**src/rtl/comparador_bist_pkg.sv**
```systemverilog
// Shared definitions for the comparator BIST: controller states and the
// golden magnitude relation that the checker and the bench both rely on.
package comparador_bist_pkg;

    localparam int MAX_N = 8;

    typedef enum logic [2:0] {
        OCIOSO   = 3'd0,
        APLICA   = 3'd1,
        ESPERA   = 3'd2,
        VERIFICA = 3'd3,
        FIM      = 3'd4
    } estado_t;

    // Golden flags {maior, menor, igual}; always exactly one bit high.
    function automatic logic [2:0] esperado(input logic [MAX_N-1:0] a,
                                            input logic [MAX_N-1:0] b);
        return {a > b, a < b, a == b};
    endfunction

endpackage

```
**src/rtl/comparador_bist_verif.sv**
```systemverilog
// Combinational checker: flags one comparator vector whose flags differ
// from the golden relation (non-one-hot patterns can never match it).
module comparador_bist_verif
    import comparador_bist_pkg::*;
#(
    parameter int N = 1
) (
    input  logic [N-1:0] a_i,
    input  logic [N-1:0] b_i,
    input  logic         maior_i,
    input  logic         menor_i,
    input  logic         igual_i,
    output logic         erro_o
);

    assign erro_o = ({maior_i, menor_i, igual_i} != esperado(MAX_N'(a_i), MAX_N'(b_i)));

endmodule

```
**src/rtl/comparador_bist.sv**
```systemverilog
// BIST controller for an N-bit magnitude comparator: exhaustive (a,b) sweep,
// programmable settle time, saturating error count and first-failure capture.
module comparador_bist
    import comparador_bist_pkg::*;
#(
    parameter int N     = 1,
    parameter int LAT   = 0,
    parameter int ERR_W = 8
) (
    input  logic             clk,
    input  logic             rst,
    input  logic             iniciar,
    output logic [N-1:0]     a_out,
    output logic [N-1:0]     b_out,
    input  logic             maior_in,
    input  logic             menor_in,
    input  logic             igual_in,
    output logic             ocupado,
    output logic             concluido,
    output logic             aprovado,
    output logic [ERR_W-1:0] erros,
    output logic [N-1:0]     falha_a,
    output logic [N-1:0]     falha_b
);

    localparam int               IW       = 2 * N;
    localparam logic [IW-1:0]    IDX_ULT  = '1;
    localparam logic [ERR_W-1:0] ERR_MAX  = '1;
    localparam logic [3:0]       CNT_INI  = (LAT > 0) ? 4'(LAT - 1) : 4'd0;

    estado_t          estado_q, estado_d;
    logic [IW-1:0]    idx_q, idx_d;
    logic [3:0]       cnt_q, cnt_d;
    logic [ERR_W-1:0] erros_q, erros_d;
    logic [N-1:0]     falha_a_q, falha_a_d;
    logic [N-1:0]     falha_b_q, falha_b_d;
    logic             ocupado_q, ocupado_d;
    logic             concluido_q, concluido_d;
    logic             aprovado_q, aprovado_d;
    logic             erro;

    // The index register is the operand pair; b sits in the low half so it
    // is the inner loop of the sweep.
    comparador_bist_verif #(.N(N)) u_verif (
        .a_i     (idx_q[IW-1:N]),
        .b_i     (idx_q[N-1:0]),
        .maior_i (maior_in),
        .menor_i (menor_in),
        .igual_i (igual_in),
        .erro_o  (erro)
    );

    always_comb begin
        // NOTE: every next-state signal gets a hold default first, so no
        // branch below can leave one unassigned and infer a latch.
        estado_d    = estado_q;
        idx_d       = idx_q;
        cnt_d       = cnt_q;
        erros_d     = erros_q;
        falha_a_d   = falha_a_q;
        falha_b_d   = falha_b_q;
        ocupado_d   = ocupado_q;
        concluido_d = concluido_q;
        aprovado_d  = aprovado_q;

        case (estado_q)
            OCIOSO, FIM: begin
                if (iniciar) begin
                    estado_d    = APLICA;
                    idx_d       = '0;
                    erros_d     = '0;
                    falha_a_d   = '0;
                    falha_b_d   = '0;
                    concluido_d = 1'b0;
                    aprovado_d  = 1'b0;
                    ocupado_d   = 1'b1;
                end
            end
            APLICA: begin
                cnt_d    = CNT_INI;
                estado_d = (LAT > 0) ? ESPERA : VERIFICA;
            end
            ESPERA: begin
                if (cnt_q == 4'd0) estado_d = VERIFICA;
                else               cnt_d    = cnt_q - 4'd1;
            end
            VERIFICA: begin
                if (erro) begin
                    if (erros_q != ERR_MAX) erros_d = erros_q + 1'b1;
                    // A saturated counter never returns to zero, so this
                    // only fires on the first failing vector of a sweep.
                    if (erros_q == '0) begin
                        falha_a_d = idx_q[IW-1:N];
                        falha_b_d = idx_q[N-1:0];
                    end
                end
                if (idx_q == IDX_ULT) begin
                    estado_d    = FIM;
                    ocupado_d   = 1'b0;
                    concluido_d = 1'b1;
                    aprovado_d  = (erros_d == '0);
                end else begin
                    idx_d    = idx_q + 1'b1;
                    estado_d = APLICA;
                end
            end
            default: estado_d = OCIOSO;
        endcase
    end

    always_ff @(posedge clk or posedge rst) begin
        // NOTE: non-blocking assignments so every register samples the
        // pre-edge values, independent of statement order.
        if (rst) begin
            estado_q    <= OCIOSO;
            idx_q       <= '0;
            cnt_q       <= '0;
            erros_q     <= '0;
            falha_a_q   <= '0;
            falha_b_q   <= '0;
            ocupado_q   <= 1'b0;
            concluido_q <= 1'b0;
            aprovado_q  <= 1'b0;
        end else begin
            estado_q    <= estado_d;
            idx_q       <= idx_d;
            cnt_q       <= cnt_d;
            erros_q     <= erros_d;
            falha_a_q   <= falha_a_d;
            falha_b_q   <= falha_b_d;
            ocupado_q   <= ocupado_d;
            concluido_q <= concluido_d;
            aprovado_q  <= aprovado_d;
        end
    end

    assign a_out     = idx_q[IW-1:N];
    assign b_out     = idx_q[N-1:0];
    assign ocupado   = ocupado_q;
    assign concluido = concluido_q;
    assign aprovado  = aprovado_q;
    assign erros     = erros_q;
    assign falha_a   = falha_a_q;
    assign falha_b   = falha_b_q;

endmodule
```
**config.mk**
```make
export PLATFORM = sky130hd
export DESIGN_NAME = comparador_bist
export DESIGN_NICKNAME = d
export VERILOG_FILES = /design/src/rtl/comparador_bist_pkg.sv /design/src/rtl/comparador_bist_verif.sv /design/src/rtl/comparador_bist.sv
export SDC_FILE = /design/constraint.sdc
export NUM_CORES = 1
export LEC_CHECK = 0
export CAP_MARGIN = 20
export CORE_MARGIN = 8
export CORE_UTILIZATION = 56
export CTS_BUF_LIST = sky130_fd_sc_hd__clkbuf_2
export DETAILED_ROUTE_END_ITERATION = 6
export PLACE_DENSITY = 0.82
export SYNTH_ARGS = -nofsm -noshare
export SYNTH_HDL_FRONTEND = slang
export SYNTH_SLANG_ARGS = --single-unit
```
**constraint.sdc**
```tcl
create_clock -name clk -period 2.5 [get_ports clk]
set_clock_uncertainty 0.1 [all_clocks]
set_input_delay 0.5 -clock clk [delete_from_list [all_inputs] [get_ports clk]]
set_output_delay 0.5 -clock clk [all_outputs]
set_load 0.005 [all_outputs]
```
==> results.txt, run 1 <==
Post-synth cell types -> 41
Grt met1 use -> 0.2295
Worst Path Required -> 2.70 ns
Synthesized Nets -> 176
Worst slew pin tran -> 0.4610 ns
FF-to-FF Start -> idx_q[1]
Max_slew headroom -> 0.6900
Largest family of logic cells by synthesized area -> simple AND/OR/NAND/NOR gates
Vias in the first global route -> 1330
Initial DRC count -> 94
R2R Setup Slk -> 0.15 ns
Number of synthesized flops with an enable pin -> 0
FF-to-FF path depth -> 7
Kind of critical path -> reg2reg
Crit end category -> register
Port Buffer Count -> 20
Rows -> 18
Global routing usage on met3 -> 0.05034
Post-Syn Area per Cell -> 8.697 sq um
Seq/Total Area, Yosys -> 0.3860
Starting Density -> 0.5810
PD cells -> 1028 nW/um^2
Reg2reg end -> aprovado
Setup violators final -> 0
Synth Area in XOR/XNOR -> 0.03070
Post-synth top flop -> dfrtp_1
GRT Total Usage -> 0.1772
Pre-CTS setup slack -> 0.08190 ns
Total CTS buffers -> 3
Die height -> 66.47 microns
TritonCTS clock tree -> done
Post-CTS Setup Repair Bufs -> 0
Synth warn -> 0
DR WL/cell -> 17.11 microns
#FFs+latches synth -> 22
Slew Viols, Final -> 0
Via count -> 1391
Fmax -> 425.0 MHz
Synthesized area -> 1426 sq um
First-pass GRT wire length -> 6216 microns
Die area -> 4418 sq um
Maximum VDD drop -> 0.6345 mV
GRT busiest layer -> met2
Cells after Synth -> 164
Root Buffer -> clkbuf_2
TritonCTS Sinks -> 22
Tcrit/Tclk final -> 0.9411
Final critical-path required period -> 2.353 ns
Leak Pwr -> 0.7314 nW
Die width -> 66.47 microns
RSZ-0062 raised after global routing -> no
Final worst setup slack -> 0.1472 ns
Post-synthesis mux area share -> 0.01404
Layout fillers -> 204
Worst skew pair latency -> 0.36 ns
Critical Path AT -> 2.56 ns
Largest net degree at the start of global routing -> 23
Post-Route WL -> 3678 microns
Synth Area in Simple Gates -> 0.2246
Area Growth Syn to Fin -> 18.51%
Core box area -> 2455 sq um
Maxcap violations -> 0
I/O pin cnt -> 21
Most frequent cells in the layout -> 22 x dfrtp_1, 20 x clkdlybuf4s50_1, 13 x o21ai_0
Routability congestion estimate -> 0.9579
CTS-repair resized insts -> 0
DP HPWL -> 2674 microns
Initial antenna violation count -> 0
Crit path max fanout -> 8
Post-CTS Hold Fix Bufs -> 0
Asr flop ratio synth -> 1.000
Compound-cell area share of the yosys netlist -> 0.2132
Most common cell after layout, fill and taps aside -> dfrtp_1
# diodes -> 0
Adder-cell share of the synthesized area -> 0.05263
Crit start category -> register
Worst-path clk slew -> 0.24 ns
Grt total ovfl -> 0
CTS Buffer Depth -> 2
Share of cells above drive strength 1 -> 0.09189
Final Net Count -> 198
Post-route DRC -> 0
Met2 usage in global routing -> 0.2642
Setup_tns -> 0 ns
Status -> complete, no violations
H-tree depth reported by CTS -> 1
Drt first pass iters -> 4
Vias/cell -> 6.470
Final Hold Vio Count -> 0
Hold Crit Class -> in2async
Antenna viol nets, final -> 0
[worst max path at each step]
stage	endpoint	slack (ns)	cells after the start	startpoint
after CTS	aprovado	0.19	7	idx_q[1]
after floorplan	aprovado	0.29	8	idx_q[1]
after detailed placement	aprovado	0.08	6	menor_in
final	aprovado	0.15	7	idx_q[1]
after global routing	aprovado	0.03	8	idx_q[1]
after global placement	aprovado	0.15	6	menor_in
[state kept, by name (all words and copies together) (netlist names)]
register / cells
erros: 8
cnt_q: 4
estado_q: 3
idx_q: 2
aprovado: 1
concluido: 1
falha_a: 1
falha_b: 1
ocupado: 1
[report_power, final]
| part | leakage (nW) | switching [mW] | internal, mW | total [mW] |
|---|---|---|---|---|
| sequential | 0.287 | 0.143 | 0.450 | 0.593 |
| clock | 0.0266 | 0.121 | 0.138 | 0.259 |
| combinational | 0.417 | 0.478 | 0.408 | 0.886 |
| total | 0.731 | 0.742 | 0.995 | 1.74 |
[final cells by class]
| class | instances | area [sq um] | area share |
|---|---|---|---|
| multi-input combinational | 120 | 763.2 | 0.4515 |
| sequential | 22 | 550.5 | 0.3257 |
| timing repair buffer | 26 | 245.2 | 0.1451 |
| inverter | 13 | 48.80 | 0.02887 |
| tap | 30 | 37.54 | 0.02221 |
| clock inverter | 1 | 30.03 | 0.01776 |
| clock buffer | 3 | 15.01 | 0.008882 |
[Yosys cell counts, types with 2 or more instances]
master | n | area, sq um
and3_2 | 2 | 15.01
o21ai_0 | 13 | 65.06
nor2_1 | 12 | 45.04
nor3_1 | 7 | 35.03
o21ai_1 | 3 | 15.01
nand2b_1 | 2 | 12.51
nand3_1 | 12 | 60.06
dfrtp_1 | 22 | 550.5
nand2_1 | 12 | 45.04
nor4_1 | 4 | 25.02
or2_1 | 2 | 12.51
nor4b_1 | 2 | 17.52
o211a_1 | 2 | 20.02
xnor2_1 | 5 | 43.79
buf_6 | 3 | 33.78
ha_1 | 6 | 75.07
and3_1 | 3 | 18.77
inv_1 | 12 | 45.04
clkbuf_1 | 4 | 15.01
a21oi_1 | 6 | 30.03
mux2i_1 | 2 | 20.02
o311ai_0 | 2 | 17.52
a31oi_1 | 5 | 31.28
buf_4 | 2 | 15.01
o31ai_1 | 3 | 22.52
[per-stage QoR]
| stage | hold slack (ns) | area, sq um | power [mW] | cells | util |
|---|---|---|---|---|---|
| 2_1_floorplan | 0.3692 | 1426 | 1.129 | 164 | - |
| 6_report | 0.3208 | 1690 | 1.738 | 215 | 0.6886 |
| 3_5_place_dp | 0.3716 | 1645 | 1.471 | 211 | 0.6702 |
| 4_1_cts | 0.3467 | 1690 | 1.733 | 215 | 0.6886 |
| 3_3_place_gp | 0.3705 | 1645 | 1.428 | 211 | 0.6702 |
| 5_1_grt | 0.3733 | 1690 | 1.856 | 215 | 0.6886 |
[layer usage]
layer  vias up  part of all wire
li1        642                 -
met1       638              0.41
met2        94              0.44
met3        17              0.12
met4         0             0.029
met5         -                 0
[worst max-delay path, cell delays in order, from the launching register on]
cell	delay (ns)
dfrtp_1	0.50
inv_1	0.07
ha_1	0.33
xnor2_1	0.29
nand3_1	0.33
a41oi_1	0.33
o22ai_2	0.11
o31ai_2	0.24
[cell families after synthesis]
kind of cell,Yosys count
DFF,22
AOI/OAI and AO/OA,45
xor gates and xnor gates,5
muxes,2
adders and majority gates,6
buffers and inverters,22
and+or+nand+nor,62
No activity file was read; power rests on OpenSTA's default activity.
==> run 2: changes to the inputs <==
--- a/config.mk
+++ b/config.mk
@@ -10,6 +10,7 @@
 export CORE_UTILIZATION = 56
 export CTS_BUF_LIST = sky130_fd_sc_hd__clkbuf_2
 export DETAILED_ROUTE_END_ITERATION = 6
+export GPL_TIMING_DRIVEN = 0
 export PLACE_DENSITY = 0.82
 export SYNTH_ARGS = -nofsm -noshare
 export SYNTH_HDL_FRONTEND = slang
==> run 2 against run 1 <==
Effect of this change: clock power is 2% lower; cell count is 1.4% higher; final area is 1.1% higher; critical endpoint unchanged.
==> results.txt, run 2 (synthesis gave the netlist of run 1 again) <==
Root Buffer -> clkbuf_2 (unchanged)
I/O pin cnt -> 21 (unchanged)
Initial antenna violation count -> 0 (unchanged)
Final Hold Vio Count -> 0 (unchanged)
Worst Path Required -> 2.67 ns (was 2.70 ns)
Tcrit/Tclk final -> 0.9499 (was 0.9411)
Core box area -> 2455 sq um (unchanged)
Int Pwr -> 0.9890 mW (was 0.9952 mW)
Crit end category -> register (unchanged)
Rows -> 18 (unchanged)
Hold Crit Class -> reg2reg (was in2async)
DP HPWL -> 2467 microns (was 2674 microns)
Die area -> 4418 sq um (unchanged)
Critical Path AT -> 2.54 ns (was 2.56 ns)
Pre-CTS setup slack -> 0.01945 ns (was 0.08190 ns)
Leak Pwr -> 0.7349 nW (was 0.7314 nW)
Switching Fraction -> 0.4229 (was 0.4273)
Vias in the first global route -> 1276 (was 1330)
Post-CTS Setup Repair Bufs -> 0 (unchanged)
Via count -> 1368 (was 1391)
Grt total ovfl -> 0 (unchanged)
TritonCTS clock tree -> done (unchanged)
Die width -> 66.47 microns (unchanged)
Die height -> 66.47 microns (unchanged)
H-tree depth reported by CTS -> 1 (unchanged)
Setup violators final -> 0 (unchanged)
Slew Viols, Final -> 0 (unchanged)
Maxcap violations -> 0 (unchanged)
Psw -> 0.7248 mW (was 0.7425 mW)
Fmax -> 421.1 MHz (was 425.0 MHz)
CTS-repair resized insts -> 0 (unchanged)
TritonCTS Sinks -> 22 (unchanged)
Worst-path clk slew -> 0.22 ns (was 0.24 ns)
Post-Route WL -> 3436 microns (was 3678 microns)
Area Growth Syn to Fin -> 19.82% (was 18.51%)
Starting Density -> 0.5810 (unchanged)
DR WL/cell -> 15.76 microns (was 17.11 microns)
Status -> complete, no violations (unchanged)
RSZ-0062 raised after global routing -> no (unchanged)
Total power -> 1.714 mW (was 1.738 mW)
Final worst setup slack -> 0.1253 ns (was 0.1472 ns)
First-pass GRT wire length -> 5706 microns (was 6216 microns)
Total CTS buffers -> 3 (unchanged)
Routability congestion estimate -> 0.8929 (was 0.9579)
Worst skew pair latency -> 0.34 ns (was 0.36 ns)
Comb power frac -> 0.527 (was 0.510)
Port Buffer Count -> 20 (unchanged)
Final Net Count -> 201 (was 198)
Final core occ -> 0.6962 (was 0.6886)
# diodes -> 0 (unchanged)
GRT Total Usage -> 0.1624 (was 0.1772)
Post-route DRC -> 0 (unchanged)
Kind of critical path -> reg2reg (unchanged)
Most common cell after layout, fill and taps aside -> dfrtp_1 (unchanged)
Initial DRC count -> 95 (was 94)
Antenna viol nets, final -> 0 (unchanged)
PD cells -> 1003 nW/um^2 (was 1028 nW/um^2)
Vias/cell -> 6.275 (was 6.470)
Final critical-path required period -> 2.375 ns (was 2.353 ns)
Part of the power in registers -> 0.326 (was 0.341)
CTS Buffer Depth -> 2 (unchanged)
Largest net degree at the start of global routing -> 23 (unchanged)
Max_slew headroom -> 0.4481 (was 0.6900)
Crit start category -> register (unchanged)
Clock share of power -> 0.148 (was 0.149)
Share of cells above drive strength 1 -> 0.08511 (was 0.09189)
Most frequent cells in the layout -> 22 x dfrtp_1, 20 x clkdlybuf4s50_1, 13 x o21ai_0 (unchanged)
Maximum VDD drop -> 0.8617 mV (was 0.6345 mV)
Drt first pass iters -> 4 (unchanged)
Post-CTS Hold Fix Bufs -> 0 (unchanged)
Setup_tns -> 0 ns (unchanged)
Crit path max fanout -> 10 (was 8)
Worst slew pin tran -> 0.8269 ns (was 0.4610 ns)
Number of flip-flops in the largest register -> 8 (unchanged)
-- run 2: cell types whose count changed in the layout (fill, tap and decap cells not counted) --
cell,previous run,this run
buf_4,6,2
buf_6,0,3
clkbuf_1,0,4
-- run 2: worst max-delay path, stage by stage (launching register included) --
cell	delay [ns]
dfrtp_1	0.49
inv_1	0.07
ha_1	0.32
xnor2_1	0.16
and3_1	0.16
buf_6	0.14
or4_1	0.50
o311a_1	0.14
o31ai_2	0.23
-- run 2: path summary, 6_finish.rpt --
check,from,endpoint,slack [ns],cells past startpoint
setup / recovery,idx_q[1],aprovado,0.13,8
hold / removal,ocupado,ocupado,0.43,2
setup reg to reg,idx_q[1],aprovado,0.13,8
hold reg to reg,ocupado,ocupado,0.43,2
max in group asynchronous,rst,erros[1],1.31,2
min in group asynchronous,rst,falha_a,0.48,2
-- run 2: per-layer routing --
| metal | track usage | wire length [microns] |
|---|---|---|
| met1 | 0.2211 | 1556 |
| met2 | 0.2316 | 1440 |
| met3 | 0.04362 | 348 |
| met4 | 0.07733 | 90 |
| met5 | 0 | 0 |
-- run 2: through the flow --
stage               instances  cell area (sq um)  hold WS [ns]
floorplan                 164               1426        0.3692
global placement          214               1664        0.3661
detailed placement        214               1664        0.3830
CTS                       218               1709        0.4364
global route              218               1709        0.4767
finish                    218               1709        0.4335
-- run 2: cell type report --
type,instances,area [sq um]
flip-flops and latches,22,550.5
clock inverters,1,30.03
clock buffers,3,15.01
fillers,199,745.7
plain buffers,9,63.81
inverters,13,48.80
multi-input cells,120,763.2
repair buffers,20,200.2
well taps,30,37.54
-- run 2: power groups by stage --
stage	combinational, mW	sequential (mW)	clock, mW
after floorplan	0.581	0.549	0
after detailed placement	0.887	0.563	0
after CTS	0.894	0.556	0.256
after global routing	0.994	0.570	0.268
after global placement	0.868	0.553	0
final	0.903	0.558	0.253
